[src/rtl/find_prime_pkg.sv]
// find_prime_pkg: shared constants and FSM state type for the prime search stage.
package find_prime_pkg;

  localparam int unsigned WIDTH_DEFAULT = 7;
  localparam int unsigned MIN_PRIME     = 2;

  typedef enum logic [1:0] {
    IDLE = 2'd0,
    TEST = 2'd1,
    DONE = 2'd2
  } state_t;

endpackage

[src/rtl/prime_div_check.sv]
// prime_div_check: combinational trial-division step (divisibility and square bound).
module prime_div_check
  import find_prime_pkg::*;
#(
  parameter int unsigned WIDTH = WIDTH_DEFAULT
) (
  input  logic [WIDTH-1:0] cand,
  input  logic [WIDTH-1:0] div,
  output logic             divides,
  output logic             exceeds
);

  localparam int unsigned SQ_W = 2 * WIDTH;

  logic [SQ_W-1:0] div_sq;

  // Square at double width so the bound compare never overflows.
  assign div_sq  = SQ_W'(div) * SQ_W'(div);
  assign exceeds = div_sq > SQ_W'(cand);

  // div is never zero in TEST; the guard keeps the modulo well defined.
  assign divides = (div != '0) && ((cand % div) == '0);

endmodule

[src/rtl/find_prime.sv]
// find_prime: finds the smallest prime >= seed by trial division, one divisor per clock.
// Optional macro FIND_PRIME_CACHE_EN: remembers the last seed/prime pair and
// answers a repeated seed directly without searching.
module find_prime
  import find_prime_pkg::*;
#(
  parameter int unsigned WIDTH = WIDTH_DEFAULT
) (
  input  logic             clk,
  input  logic             rst,
  input  logic             findPrimeEnable,
  input  logic [WIDTH-1:0] numberInput,
  output logic [WIDTH-1:0] primeNumberOutput,
  output logic             primeValid,
  output logic             busy
);

  localparam logic [WIDTH-1:0] MIN_VAL  = WIDTH'(MIN_PRIME);
  localparam logic [WIDTH-1:0] CAND_MAX = '1;

  state_t           state, state_next;
  logic [WIDTH-1:0] cand, cand_next;
  logic [WIDTH-1:0] div, div_next;
  logic [WIDTH-1:0] prime_next;
  logic             en_prev;
  logic             start_c;
  logic             divides, exceeds;

  assign start_c = findPrimeEnable & ~en_prev;

  prime_div_check #(.WIDTH(WIDTH)) u_div_check (
    .cand    (cand),
    .div     (div),
    .divides (divides),
    .exceeds (exceeds)
  );

`ifdef FIND_PRIME_CACHE_EN
  logic [WIDTH-1:0] seed;
  logic [WIDTH-1:0] last_seed;
  logic [WIDTH-1:0] last_prime;
  logic             cache_valid;
  logic             cache_hit_c;

  assign cache_hit_c = cache_valid && (numberInput == last_seed);

  // Capture the raw seed of each search and record every completed result.
  always_ff @(posedge clk) begin
    if (rst) begin
      seed        <= '0;
      last_seed   <= '0;
      last_prime  <= '0;
      cache_valid <= 1'b0;
    end else begin
      if (state == IDLE && start_c) begin
        seed <= numberInput;
      end
      if (state == TEST && exceeds) begin
        last_seed   <= seed;
        last_prime  <= cand;
        cache_valid <= 1'b1;
      end
    end
  end
`endif

  // Next-state and datapath update for the search FSM.
  always_comb begin
    state_next = state;
    cand_next  = cand;
    div_next   = div;
    prime_next = primeNumberOutput;
    unique case (state)
      IDLE: begin
        if (start_c) begin
          cand_next  = (numberInput < MIN_VAL) ? MIN_VAL : numberInput;
          div_next   = MIN_VAL;
          state_next = TEST;
`ifdef FIND_PRIME_CACHE_EN
          if (cache_hit_c) begin
            prime_next = last_prime;
            state_next = DONE;
          end
`endif
        end
      end
      TEST: begin
        if (exceeds) begin
          prime_next = cand;
          state_next = DONE;
        end else if (divides) begin
          // Composite at the top of the range wraps back to the smallest prime.
          cand_next = (cand == CAND_MAX) ? MIN_VAL : cand + WIDTH'(1);
          div_next  = MIN_VAL;
        end else begin
          div_next = div + WIDTH'(1);
        end
      end
      DONE: begin
        state_next = IDLE;
      end
      default: begin
        state_next = IDLE;
      end
    endcase
  end

  // State, datapath and registered Moore outputs.
  always_ff @(posedge clk) begin
    if (rst) begin
      state             <= IDLE;
      cand              <= '0;
      div               <= '0;
      primeNumberOutput <= '0;
      primeValid        <= 1'b0;
      busy              <= 1'b0;
      en_prev           <= 1'b0;
    end else begin
      state             <= state_next;
      cand              <= cand_next;
      div               <= div_next;
      primeNumberOutput <= prime_next;
      primeValid        <= (state_next == DONE);
      busy              <= (state_next != IDLE);
      en_prev           <= findPrimeEnable;
    end
  end

endmodule

[config.mk]
export PLATFORM = sky130hd
export DESIGN_NAME = find_prime
export DESIGN_NICKNAME = d
export VERILOG_FILES = /design/src/rtl/find_prime_pkg.sv /design/src/rtl/prime_div_check.sv /design/src/rtl/find_prime.sv
export SDC_FILE = /design/constraint.sdc
export NUM_CORES = 1
export LEC_CHECK = 0
export CORE_MARGIN = 2
export CORE_UTILIZATION = 65
export CTS_BUF_LIST = sky130_fd_sc_hd__clkbuf_8
export CTS_CLUSTER_SIZE = 12
export DETAILED_ROUTE_END_ITERATION = 8
export PLACE_DENSITY = 0.85
export SYNTH_ARGS = -nofsm -noshare
export SYNTH_HDL_FRONTEND = slang
export SYNTH_SLANG_ARGS = --single-unit
[constraint.sdc]
create_clock -name clk -period 15.5 [get_ports clk]
set_input_delay 2.325 -clock clk [delete_from_list [all_inputs] [get_ports clk]]
set_output_delay 2.325 -clock clk [all_outputs]
set_load 0.02 [all_outputs]
**Word-level counts from Yosys, hierarchy flattened**

Index checks and enable logic that the tools add are counted.
W data, S select, Z words.

- Output and inout bits: 9
- Bits in registers: 26
- Bits of input ports: 10
- Logic and storage cells: 43

- Multiply operators: 1
- $add $sub $neg: 2
- Divide/modulo/power cells: 1
- $lt $le $gt $ge: 2
- Multiplexer cells: 13
- Equal/unequal tests: 6
- Bitwise logic cells: 2
- Reductions and logical operators: 9

Operators with widths:

| operator | count |
|---|---|
| $mux W7 | 8 |
| $pmux W7 S2 | 2 |
| $add A7 B1 Y7 const B | 2 |
| $gt A14 B7 Y1 | 1 |
| $mul A7 B7 Y14 | 1 |
| $eq A7 B7 Y1 const B | 1 |
| $logic_not A7 Y1 | 1 |
| $lt A7 B2 Y1 const B | 1 |
| $mod A7 B7 Y7 | 1 |
| $reduce_bool A7 Y1 | 1 |
| $ne A2 B2 Y1 const B | 3 |
| $mux W2 | 2 |
| $pmux W2 S2 | 1 |
| $reduce_and A4 Y1 | 1 |
| $reduce_bool A2 Y1 | 2 |
| $reduce_and A3 Y1 | 1 |
| $eq A2 B1 Y1 const B | 1 |
| $eq A2 B2 Y1 const B | 1 |
| $logic_not A2 Y1 | 1 |
| $reduce_and A2 Y1 | 1 |
| $and A1 B1 Y1 | 1 |
| $logic_and A1 B1 Y1 | 1 |
| $not A1 Y1 | 1 |

**Depth between registers and ports, before layout**

- Depth in word-level cells: 6
- Gate-level depth with buffers: 47

**Modules after synthesis**

A second synthesis with hierarchy kept.

- Cells, all modules: 509
- Area total of the unflattened synthesis: 4075.2 sq um

Modules (own cells, without submodules):

| module | sequential area each (sq um) | area each (sq um) | cells an instance | times used |
|---|---|---|---|---|
| prime_div_check | 0.0 | 2803.9 | 371 | 1 |
| find_prime | 520.5 | 1271.2 | 138 | 1 |

**Worst setup path after synthesis**

OpenSTA, ideal clock, no wires.

- Kind: register to register
- Start: register div[0]
- End: register div[4]
- Clock period less this slack: 10.388 ns
- Arrival time: 10.266 ns
- Cell stages (with the launch flop): 45
- Setup slack: 5.112 ns
- Cell sequence: dfxtp_1 -> inv_1 -> ha_1 -> o21bai_1 -> nor3_1 -> nor2_1 -> a21oi_1 -> ha_1 -> or4b_2 -> o211ai_1 -> o32ai_1 -> ha_1 -> o211a_1 -> o31ai_1 -> mux2_2 -> inv_1 -> ha_1 -> a21oi_1 -> (+9 left out) -> ha_1 -> and4b_1 -> nor3_1 -> o21ai_1 -> a22o_1 -> clkbuf_1 -> a21oi_1 -> ha_1 -> nor2b_1 -> o21ai_0 -> a21boi_1 -> o21ai_0 -> a22oi_1 -> or4_1 -> o41ai_4 -> buf_6 -> nor3_1 -> a311o_1

- Word-level cells in the longest chain between the ends: 6
- Elaborated cells between the ends (all ways): 12
- Classes of those cells: 1 x add/sub; 1 x mul; 1 x div; 1 x order compare; 1 x eq/ne; 3 x mux; 4 x reduce/logical

RTL lines:

| what | line | RTL |
|---|---|---|
| from (decl) | find_prime.sv:23 | `logic [WIDTH-1:0] div, div_next;` |
| from (signal assigned) | find_prime.sv:121 | `div <= div_next;` |
| $mod A7 B7 Y7 | prime_div_check.sv:22 | `assign divides = (div != '0) && ((cand % div) == '0);` |
| $logic_not A7 Y1 | prime_div_check.sv:22 |  |
| $logic_and A1 B1 Y1 | prime_div_check.sv:22 |  |
| $mux W7 | find_prime.sv:91 | `end else if (divides) begin` |
| $mux W7 | find_prime.sv:88 | `if (exceeds) begin` |
| $pmux W7 S2 | find_prime.sv:73 | `unique case (state)` |

Parallel ways exist; a longest one is shown, timed or not. The select of a mux whose other input is x is not followed.
A chain may end at the register's enable or synchronous reset.

**Worst setup path after layout**

Same ends and word-level chain as after synthesis.

==> metrics.md <==
| Metric | Value |
|---|---|
| CP max FO | 16 |
| Hold path cells | 2 |
| WS Path Type | reg -> reg |
| Setup TNS | 0 ps |
| Antenna Nets Post-Route | 0 |
| Wire per inst | 17.7 µm |
| Die Y | about 83 µm |
| Slew HR | 0.268 |
| Setup bufs post-CTS | 0 |
| FF+latch area | between 500 and 600 µm² |
| CP Data Arrival Time | approximately 12000 ps |
| Final Instance Count excl. Fillers | slightly below 600 |
| Ys flop type | dfxtp_1 |
| Slowest stage delay, CP | between 700 and 800 ps |
| Vias in the first global route | around 3700 |
| Largest net degree at the start of global routing | 25 |
| Clock Skews | around 4.0 ps |
| Die area | 6910 µm² |
| Tightest Pin Transition | approximately 1100 ps |
| Max-slew violations | 0 |
| Hold buffers post-CTS | 0 |
| CTS root buffer | clkbuf_8 |
| Grt ovf | 0 |
| Syn-to-layout area delta | 6.30% |
| Routability cong. | between 0.9 and 1 |
| Initial DRC Count | ~290 |
| Clock transition at the registers of the reported paths | ~90 ps |
| CP Launch Type | flip-flop |
| Yosys cell types | 71 |
| Nets@finish | 598 |
| Crit. End Element | flip-flop |
| RSZ-0062 raised after global routing | no |
| Status | finished, final reports clean |
| # diodes | 0 |
| Ys async rst share | 0 |
| Clk_lat worst skew | about 280 ps |
| Cts repair resizes | 0 |
| First-pass GRT wire length | 17.4 mm |
| Worst min path class | reg -> reg |
| WL final | a little over 10 mm |
| Synth Instances | ~500 |
| Fin. Hold Viols | 0 |
| Starting Density | 0.680 |
| HPWL after detailed placement | 7.89 mm |
| CTS buffer count | 3 |
| Core ar. | roughly 6000 µm² |
| IO Pins | 19 |
| Most common cell after layout, fill and taps aside | ha_1 |
| Layout Utilization | 0.723 |
| Syn Area/Cell | 8.08 µm² |
| Share of layout cells above drive strength 1 | 0.0611 |
| TritonCTS clock tree | done |
| Mapped Nets | a little under 600 |
| CP dominant cell by count | ha_1 |
| Yosys reg bits | 26 |
| Slowest stage cell, crit path | o41ai_4 |
| H-tree Lvls | 1 |
| Worst EP required | 15670 ps |
| Multi-input logic area | 3300 µm² |
| First-pass iteration count of the detailed router | 5 |
| Num rows | 28 |
| TritonCTS Sinks | 26 |
| Period utilization | 0.767 |
| Global Route Usage Sum | 0.297 |
| Fmax | around 0.084 GHz |
| Most frequent cells in the layout | 65 x ha_1, 47 x nor2_1, 39 x inv_1 |
| Die Width | 83.2 µm |
| Crit path time final | between 10000 and 15000 ps |
| Placed cells | between 500 and 600 |
| Post-synth EDFFs | 0 |
| YS warnings | 0 |
| Remaining DRCs | 0 |
| Sequential element share of the synthesized area | 0.128 |
| FF-to-FF path depth | 42 |
| Post-Syn Area | a little over 4000 µm² |
| Via total after detailed routing | about 4000 |
| Max clock buf depth | 2 |
| Via density per instance | 6.69 |
| IO buf count | 18 |
| Initial antenna violation count | 0 |
| Filler Cells Inserted | ~460 |
| Final Setup Violations | 0 |
| Max-cap violations | 0 |
## cell usage after synthesis (all sizes together) (7+ instances only)
cell     n  area share
nand4    8       0.012
nand2   23       0.021
a31o     7       0.015
ha      65        0.20
nand2b   9       0.014
nor2    47       0.043
inv     40       0.037
o21ai   30       0.037
a21oi   28       0.034
fa      15       0.074
mux2i   12       0.030
nand3   14       0.017
nor3    18       0.022
mux2    11       0.030
clkbuf  14       0.013
and2     8       0.013
dfxtp   26        0.13
xnor2   14       0.030
## kinds of logic (layout without fill, tap and decap cells)
kind of cell,after synthesis,count (layout),share of synthesized area
AO/OA/AOI/OAI,124,124,0.215
XOR/XNOR,20,20,0.0430
adder cells (fa/ha/maj),80,80,0.273
buffers and inverters,63,66,0.0624
flip-flops,26,26,0.128
multiplexers,23,23,0.0608
AND/OR/NAND/NOR,168,168,0.218
## stage by stage
stage	worst slack (ps)	hold slack, ps	area (µm²)
final	3610	506	4330
after global routing	2900	546	4330
after CTS	3820	503	4330
after detailed placement	3850	486	4260
after global placement	4330	475	4260
after floorplan	5110	503	4070
## registers in the layout, summed over array words and instances, names as in the netlist
| name | count |
|---|---|
| busy | 1 |
| cand | 7 |
| div | 7 |
| en_prev | 1 |
| primeNumberOutput | 7 |
| primeValid | 1 |
| state | 2 |
## worst max-delay path, delay by kind of cell (launching register included)
family | cells | cell delay (ps)
compound gates | 23 | 5870
fa+ha+maj | 7 | 2250
simple gates | 8 | 1890
mux | 2 | 840
flops | 1 | 540
buf+inv | 2 | 410
## final cells by class
class                           instances  area share
Multi-Input combinational cell        415       0.762
Timing Repair Buffer                   18      0.0416
Sequential cell                        26       0.120
Tap cell                               75      0.0217
Clock inverter                          1     0.00694
Inverter                               44      0.0382
Clock buffer                            3     0.00954
## worst paths after layout
kind | start | endpoint | slack [ps]
worst max-delay path | div[0] | div[4] | 3610
worst max register to register | div[0] | div[4] | 3610
worst min register to register | primeNumberOutput[5] | primeNumberOutput[5] | 510
worst min-delay path | primeNumberOutput[5] | primeNumberOutput[5] | 510
## routing by layer
metal / wire (µm) / GRT usage / part of all wire / vias up
met5: 0 / 0 / 0 / -
met1: 4440 / 0.397 / 0.43 / 1818
li1: - / - / - / 1853
met3: 721 / 0.0278 / 0.070 / 31
met4: 298 / 0.106 / 0.029 / 0
met2: 4860 / 0.501 / 0.47 / 193
Power is not shown: default switching activity piles up to over one toggle a cycle in this logic, so the estimate is an artifact.
